`config.mk`:
```
export PLATFORM = sky130hd
export DESIGN_NAME = adc_align_ctrl
export DESIGN_NICKNAME = d
export VERILOG_FILES = /design/src/rtl/adc_align_pkg.sv /design/src/rtl/adc_lane_slip.sv /design/src/rtl/adc_align_ctrl.sv
export SDC_FILE = /design/constraint.sdc
export NUM_CORES = 1
export LEC_CHECK = 0
export ABC_AREA = 1
export BUFFER_PORTS_ARGS = -buffer_cell sky130_fd_sc_hd__buf_2
export CAP_MARGIN = 20
export CORE_MARGIN = 4
export CORE_UTILIZATION = 55
export CTS_BUF_LIST = sky130_fd_sc_hd__clkbuf_8 sky130_fd_sc_hd__clkbuf_16
export CTS_CLUSTER_DIAMETER = 80
export DETAILED_ROUTE_END_ITERATION = 10
export HOLD_SLACK_MARGIN = 0.06
export MAX_ROUTING_LAYER = met4
export PLACE_DENSITY = 0.83
export SETUP_SLACK_MARGIN = 0.4
export SLEW_MARGIN = 20
export SYNTH_ARGS = -nofsm -noshare
export SYNTH_HDL_FRONTEND = slang
export SYNTH_SLANG_ARGS = --single-unit
```
`constraint.sdc`:
```
create_clock -name CLK -period 3.6 [get_ports CLK]
set_input_delay 0.54 -clock CLK [delete_from_list [all_inputs] [get_ports CLK]]
set_output_delay 0.54 -clock CLK [all_outputs]
set_load 0.05 [all_outputs]
```
`src/rtl/adc_align_pkg.sv`:
```
// rtl/adc_align_pkg.sv - shared state, pattern and sync-word constants for adc_align_ctrl
package adc_align_pkg;

    localparam logic [2:0] ST_IDLE   = 3'd0;
    localparam logic [2:0] ST_DESKEW = 3'd1;
    localparam logic [2:0] ST_SYNC   = 3'd2;
    localparam logic [2:0] ST_RUN    = 3'd3;
    localparam logic [2:0] ST_FAIL   = 3'd4;

    typedef enum logic [2:0] {
        S_IDLE   = ST_IDLE,
        S_DESKEW = ST_DESKEW,
        S_SYNC   = ST_SYNC,
        S_RUN    = ST_RUN,
        S_FAIL   = ST_FAIL
    } state_t;

    localparam logic [1:0] PAT_DESKEW = 2'b00;
    localparam logic [1:0] PAT_SYNC   = 2'b01;
    localparam logic [1:0] PAT_FRAME  = 2'b11;
    localparam logic [1:0] PAT_PULSE  = 2'b10;

    localparam logic [11:0] SYNC_WORD_DEF = 12'hFC0;

endpackage

```
`src/rtl/adc_lane_slip.sv`:
```
// rtl/adc_lane_slip.sv - per-lane sync-word matcher issuing BITSLIP pulses until locked or failed
module adc_lane_slip
    import adc_align_pkg::*;
#(
    parameter int WBITS = 12,
    parameter logic [WBITS-1:0] SYNC_WORD = WBITS'(SYNC_WORD_DEF),
    parameter int SLIP_WAIT = 8,
    parameter int MATCH_COUNT = 4
) (
    input  logic             clk,
    input  logic             rst,
    input  logic             clear,
    input  logic             enable,
    input  logic             word_valid,
    input  logic [WBITS-1:0] word,
    output logic             bitslip,
    output logic             lock,
    output logic             fail
);

    localparam int SW = $clog2(WBITS) + 1;
    localparam int MW = $clog2(MATCH_COUNT + 1);
    localparam int WW = $clog2(SLIP_WAIT + 1);

    logic [SW-1:0] slip_cnt;
    logic [MW-1:0] match_cnt;
    logic [WW-1:0] wait_cnt;

    // A locked or failed lane is frozen until the next clear.
    always_ff @(posedge clk) begin
        if (rst || clear) begin
            slip_cnt  <= '0;
            match_cnt <= '0;
            wait_cnt  <= '0;
            bitslip   <= 1'b0;
            lock      <= 1'b0;
            fail      <= 1'b0;
        end else begin
            bitslip <= 1'b0;
            if (enable && word_valid && !lock && !fail) begin
                if (wait_cnt != '0) begin
                    wait_cnt <= wait_cnt - WW'(1);
                end else if (word == SYNC_WORD) begin
                    if (match_cnt == MW'(MATCH_COUNT - 1))
                        lock <= 1'b1;
                    if (match_cnt != MW'(MATCH_COUNT))
                        match_cnt <= match_cnt + MW'(1);
                end else begin
                    match_cnt <= '0;
                    bitslip   <= 1'b1;
                    slip_cnt  <= slip_cnt + SW'(1);
                    wait_cnt  <= WW'(SLIP_WAIT);
                    if (slip_cnt == SW'(WBITS - 1))
                        fail <= 1'b1;
                end
            end
        end
    end

endmodule

```
`src/rtl/adc_align_ctrl.sv`:
```
// rtl/adc_align_ctrl.sv - ADC training sequencer (deskew, sync, run); ADC_ALIGN_AUTO_RETRY_EN enables auto-retry
module adc_align_ctrl
    import adc_align_pkg::*;
#(
    parameter int NLANES = 8,
    parameter int WBITS = 12,
    parameter logic [WBITS-1:0] SYNC_WORD = WBITS'(SYNC_WORD_DEF),
    parameter int DESKEW_CYCLES = 1024,
    parameter int SLIP_WAIT = 8,
    parameter int MATCH_COUNT = 4
) (
    input  logic                    CLK,
    input  logic                    RST,
    input  logic                    START,
    input  logic [1:0]              RUN_PATTERN,
    input  logic                    WORD_VALID,
    input  logic [NLANES*WBITS-1:0] WORD_DATA,
    output logic [1:0]              PATTERN,
    output logic [NLANES-1:0]       BITSLIP,
    output logic [NLANES-1:0]       LANE_LOCK,
    output logic                    BUSY,
    output logic                    ALIGNED,
    output logic                    ERROR
);

    localparam int DW = (DESKEW_CYCLES > 1) ? $clog2(DESKEW_CYCLES) : 1;

    state_t            state, next_state;
    logic [DW-1:0]     deskew_cnt;
    logic              deskew_done, lane_clear, lane_enable;
    logic [NLANES-1:0] lock_vec, fail_vec;
    logic [1:0]        pattern_d;
    logic              busy_d, aligned_d, error_d;
`ifdef ADC_ALIGN_AUTO_RETRY_EN
    logic [1:0]        retry_cnt;
    logic              retry_inc;
`endif

    assign deskew_done = (state == S_DESKEW) && (deskew_cnt == DW'(DESKEW_CYCLES - 1));
    assign lane_clear  = START || deskew_done;
    assign lane_enable = (state == S_SYNC);
    assign LANE_LOCK   = lock_vec;

    always_ff @(posedge CLK) begin
        if (RST || START || state != S_DESKEW)
            deskew_cnt <= '0;
        else
            deskew_cnt <= deskew_cnt + DW'(1);
    end

`ifdef ADC_ALIGN_AUTO_RETRY_EN
    // Counts consecutive failed attempts; a successful lock starts the count over.
    always_ff @(posedge CLK) begin
        if (RST || START || next_state == S_RUN)
            retry_cnt <= 2'd0;
        else if (retry_inc)
            retry_cnt <= retry_cnt + 2'd1;
    end
`endif

    always_ff @(posedge CLK) begin
        if (RST) begin
            state   <= S_IDLE;
            PATTERN <= PAT_DESKEW;
            BUSY    <= 1'b0;
            ALIGNED <= 1'b0;
            ERROR   <= 1'b0;
        end else begin
            state   <= next_state;
            PATTERN <= pattern_d;
            BUSY    <= busy_d;
            ALIGNED <= aligned_d;
            ERROR   <= error_d;
        end
    end

    // Outputs are decoded from the next state so they register alongside it.
    always_comb begin
        next_state = state;
        pattern_d  = PAT_DESKEW;
        busy_d     = 1'b0;
        aligned_d  = 1'b0;
        error_d    = 1'b0;
`ifdef ADC_ALIGN_AUTO_RETRY_EN
        retry_inc  = 1'b0;
`endif
        if (START) begin
            next_state = S_DESKEW;
        end else begin
            case (state)
                S_IDLE:   next_state = S_IDLE;
                S_DESKEW: if (deskew_done) next_state = S_SYNC;
                S_SYNC: begin
                    if (|fail_vec)
                        next_state = S_FAIL;
                    else if (&lock_vec)
                        next_state = S_RUN;
                end
                S_RUN:    next_state = S_RUN;
                S_FAIL: begin
`ifdef ADC_ALIGN_AUTO_RETRY_EN
                    if (retry_cnt != 2'd3) begin
                        next_state = S_DESKEW;
                        retry_inc  = 1'b1;
                    end
`endif
                end
                default:  next_state = S_IDLE;
            endcase
        end

        case (next_state)
            S_DESKEW: busy_d = 1'b1;
            S_SYNC: begin
                pattern_d = PAT_SYNC;
                busy_d    = 1'b1;
            end
            S_RUN: begin
                pattern_d = RUN_PATTERN;
                aligned_d = 1'b1;
            end
            S_FAIL: begin
                pattern_d = PAT_SYNC;
`ifdef ADC_ALIGN_AUTO_RETRY_EN
                error_d   = (retry_cnt == 2'd3);
`else
                error_d   = 1'b1;
`endif
            end
            default: pattern_d = PAT_DESKEW;
        endcase
    end

    for (genvar k = 0; k < NLANES; k++) begin : g_lane
        adc_lane_slip #(
            .WBITS       (WBITS),
            .SYNC_WORD   (SYNC_WORD),
            .SLIP_WAIT   (SLIP_WAIT),
            .MATCH_COUNT (MATCH_COUNT)
        ) u_lane (
            .clk        (CLK),
            .rst        (RST),
            .clear      (lane_clear),
            .enable     (lane_enable),
            .word_valid (WORD_VALID),
            .word       (WORD_DATA[k*WBITS +: WBITS]),
            .bitslip    (BITSLIP[k]),
            .lock       (lock_vec[k]),
            .fail       (fail_vec[k])
        );
    end

endmodule

```
==> results.cfg <==
[yosys]
synth-seq-cells = 138
netlist_area_sq_um = 7242
synth-seq-area-share_pct = 38.15
synth_warnings = 0
syn_inst = 1049
synth_cell_type_count = 26
synth.avg_cell_area_sq_um = 6.904
mappedNetlistNets = 1184

[pwr]
clockPowerShare_pct = 47.4
switching_share_pct = 20.57
power_frac_comb_pct = 3.7
p_leak_nw = 3.560
p_seq_share_pct = 48.9
p_sw_w = 0.0006443
p_per_area_nw_per_um2 = 375.5
design_power_total_w = 0.003133
max-vdd-ir-drop_mv = 0.3119
p_int_w = 0.002488

[min_path]
holdPathStages = 3
holdPathEnd = PATTERN[1]$_SDFF_PP0_
hold_path_class = input port to flip-flop
min_from = RUN_PATTERN[1]

[setup_path]
crit_path_end_kind = flip-flop
slowest_delay_ns = 0.41
worstReg2RegStart = deskew_cnt[0]$_SDFF_PP0_
worstSetupPathType = flip-flop to flip-flop
rrSetupSlack_ns = 1.43
ff2ff_path_depth = 10
worstPathCellList = ha_1, nand2_1, nor2_1, nand3_1, nor2_2, nor3_4, buf_4, inv_2, buf_4, a21oi_1
worstPathMaxFanout = 46
r2r_end = g_lane[5].u_lane.slip_cnt[4]$_SDFFE_PP0P_
path_common_cell = buf_4
critPathArrivalTime_ns = 2.44
crit_required_ns = 3.88
crit_slowest_cell = buf_4
cp-start-kind = flip-flop

[timing]
hold_viol_final = 0
fin_crit_ns = 2.169
drv_slew = 0
fmax_mhz = 461.0
finalCritPeriodShare_pct = 60.26
grt_setup_unrepaired = false
worstMarginPinSlew_ns = 0.4759
setup_viol = 0
relSlewSlack_pct = 68.27
tns_ns = 0
finClkSkew_ns = 0.006331

[clocking]
clock_path_buffers = 2
cts_buffers = 17
hold_buffers = 0
cts_tree = yes
post-cts-setup-buffers = 0
cts_max_level = 4
cts_sinks = 138
clk_pin_slew_ns = 0.05
root_buffer = clkbuf_16
cts-resized-gates = 0
worstSkewPairLatency_ns = 0.42

[die]
die_area_sq_um = 15070
num_rows = 41
initial_core_util_pct = 56.70
coreArea_sq_um = 12770
io_pins = 123
die_x_microns = 122.8
die-height_microns = 122.8

[routing]
vias = 6786
finalWirelength_microns = 14940
drtIter0Drc = 443
drc = 0
wl_per_cell_microns = 11.14
detail-route-antenna-nets = 0
vias_per_cell = 5.060
first_pass_iters = 5

[final_layout]
postLayoutCoreUtil_pct = 65.31
num-fill-cells = 1115
drive_gt1_share_pct = 13.94
layout.cells.non_filler = 1341
syn2layout_area_growth_pct = 15.20
layout_commonest_cell = nand2_1
most-common-layout-cells = nand2_1 (214), nor2_1 (162), inv_1 (143), dfxtp_1 (138), buf_2 (122)
num_antenna_cells = 0
final_nets = 1293

[grt]
grt_max_degree = 47
grt_pass1_wl_microns = 25700
grt_pass1_vias = 6232
globalRouteTotalUtil_pct = 21.25
gr-total-overflow = 0
antenna_found_initial = 0

[placed_design]
hpwl_microns = 10730
gp_congestion = 0.8611
dp_cells = 1311
io_buffers = 122

[job]
drv_cap = 0

[status]
outcome = finished clean
kinds of logic (layout without fill, tap and decap cells):
| group | count (synthesis) | in the layout | synth area share [%] |
|---|---|---|---|
| xor+xnor | 28 | 28 | 3.386 |
| simple gates | 533 | 533 | 32.10 |
| fa+ha+maj | 33 | 33 | 5.702 |
| buf+inv | 177 | 297 | 10.94 |
| flops | 138 | 138 | 38.15 |
| compound gates | 140 | 140 | 9.727 |
area by class of cell:
class	count	area, sq um	share of cell area, %
flip-flops and latches	138	2763	33.11
multi-input cells	734	3687	44.20
inverters	141	529.3	6.344
clock inverters	10	41.29	0.4949
well taps	172	215.2	2.579
repair buffers	126	640.6	7.678
clock buffers	20	466.7	5.594
worst max path at each step:
stage | from | end
after floorplan | deskew_cnt[0]$_SDFF_PP0_ | g_lane[1].u_lane.wait_cnt[1]$_SDFFE_PP0P_
after CTS | deskew_cnt[0]$_SDFF_PP0_ | g_lane[5].u_lane.slip_cnt[4]$_SDFFE_PP0P_
after global placement | deskew_cnt[0]$_SDFF_PP0_ | g_lane[3].u_lane.slip_cnt[2]$_SDFFE_PP0P_
after detailed placement | deskew_cnt[0]$_SDFF_PP0_ | g_lane[1].u_lane.lock$_SDFFE_PP0P_
after global routing | deskew_cnt[0]$_SDFF_PP0_ | g_lane[7].u_lane.fail$_SDFFE_PP0P_
final | deskew_cnt[0]$_SDFF_PP0_ | g_lane[5].u_lane.slip_cnt[4]$_SDFFE_PP0P_
critical path: cells and delay by family, from the launching register on:
kind	cells	cell delay, ns
AOI/OAI and AO/OA	1	0.10
adders and majority gates	1	0.20
buffers and inverters	3	0.71
DFF	1	0.36
and+or+nand+nor	5	0.65
Yosys cell counts (all sizes together):
library cell  instances  share of area [%]
clkinv                4               0.21
o21ai                37                2.6
clkbuf                5               0.26
or2                   1              0.086
o21a                  1               0.10
dfxtp               138                 38
a21oi               101                7.0
nor2                173                9.5
ha                   33                5.7
nor3                  4               0.43
nand4                51                4.4
nand3b                7               0.73
o22ai                 1              0.086
xor2                 19                2.3
nor4                  8               0.69
inv                 137                7.1
buf                  31                3.4
nand2               214                 11
xnor2                 9                1.1
nand3                75                5.2
power groups by stage:
stage	Clock (W)	Sequential [W]	Combinational [W]
floorplan	0	0.00157	0.0000540
global placement	0	0.00156	0.000113
detailed placement	0	0.00156	0.000115
CTS	0.00152	0.00153	0.000115
global route	0.00158	0.00153	0.000130
finish	0.00149	0.00153	0.000115
sequential cells by signal (all words and copies together) (netlist names):
signal / count
deskew_cnt: 10
ALIGNED: 1
BUSY: 1
ERROR: 1
g_lane.u_lane.wait_cnt: 32
g_lane.u_lane.fail: 8
g_lane.u_lane.lock: 8
g_lane.u_lane.match_cnt: 24
PATTERN: 2
state: 3
g_lane.u_lane.bitslip: 8
g_lane.u_lane.slip_cnt: 40
metal layers:
metal	wire length [microns]	share of wire, %	vias up	track usage (%)
li1	-	-	3606	-
met1	6705	45	3017	24.77
met2	7251	49	140	35.84
met3	742	5.0	23	4.977
met4	235	1.6	0	7.558
met5	0	0	-	-
per-stage QoR:
stage / area (sq um) / setup slack, ns / hold WS [ns]
2_1_floorplan: 7242 / 2.047 / 0.4175
3_3_place_gp: 7835 / 1.563 / 0.4309
3_5_place_dp: 7835 / 1.466 / 0.4491
4_1_cts: 8343 / 1.446 / 0.3524
5_1_grt: 8343 / 1.201 / 0.3599
6_report: 8343 / 1.431 / 0.3649
(Power assumes the default switching activity.)
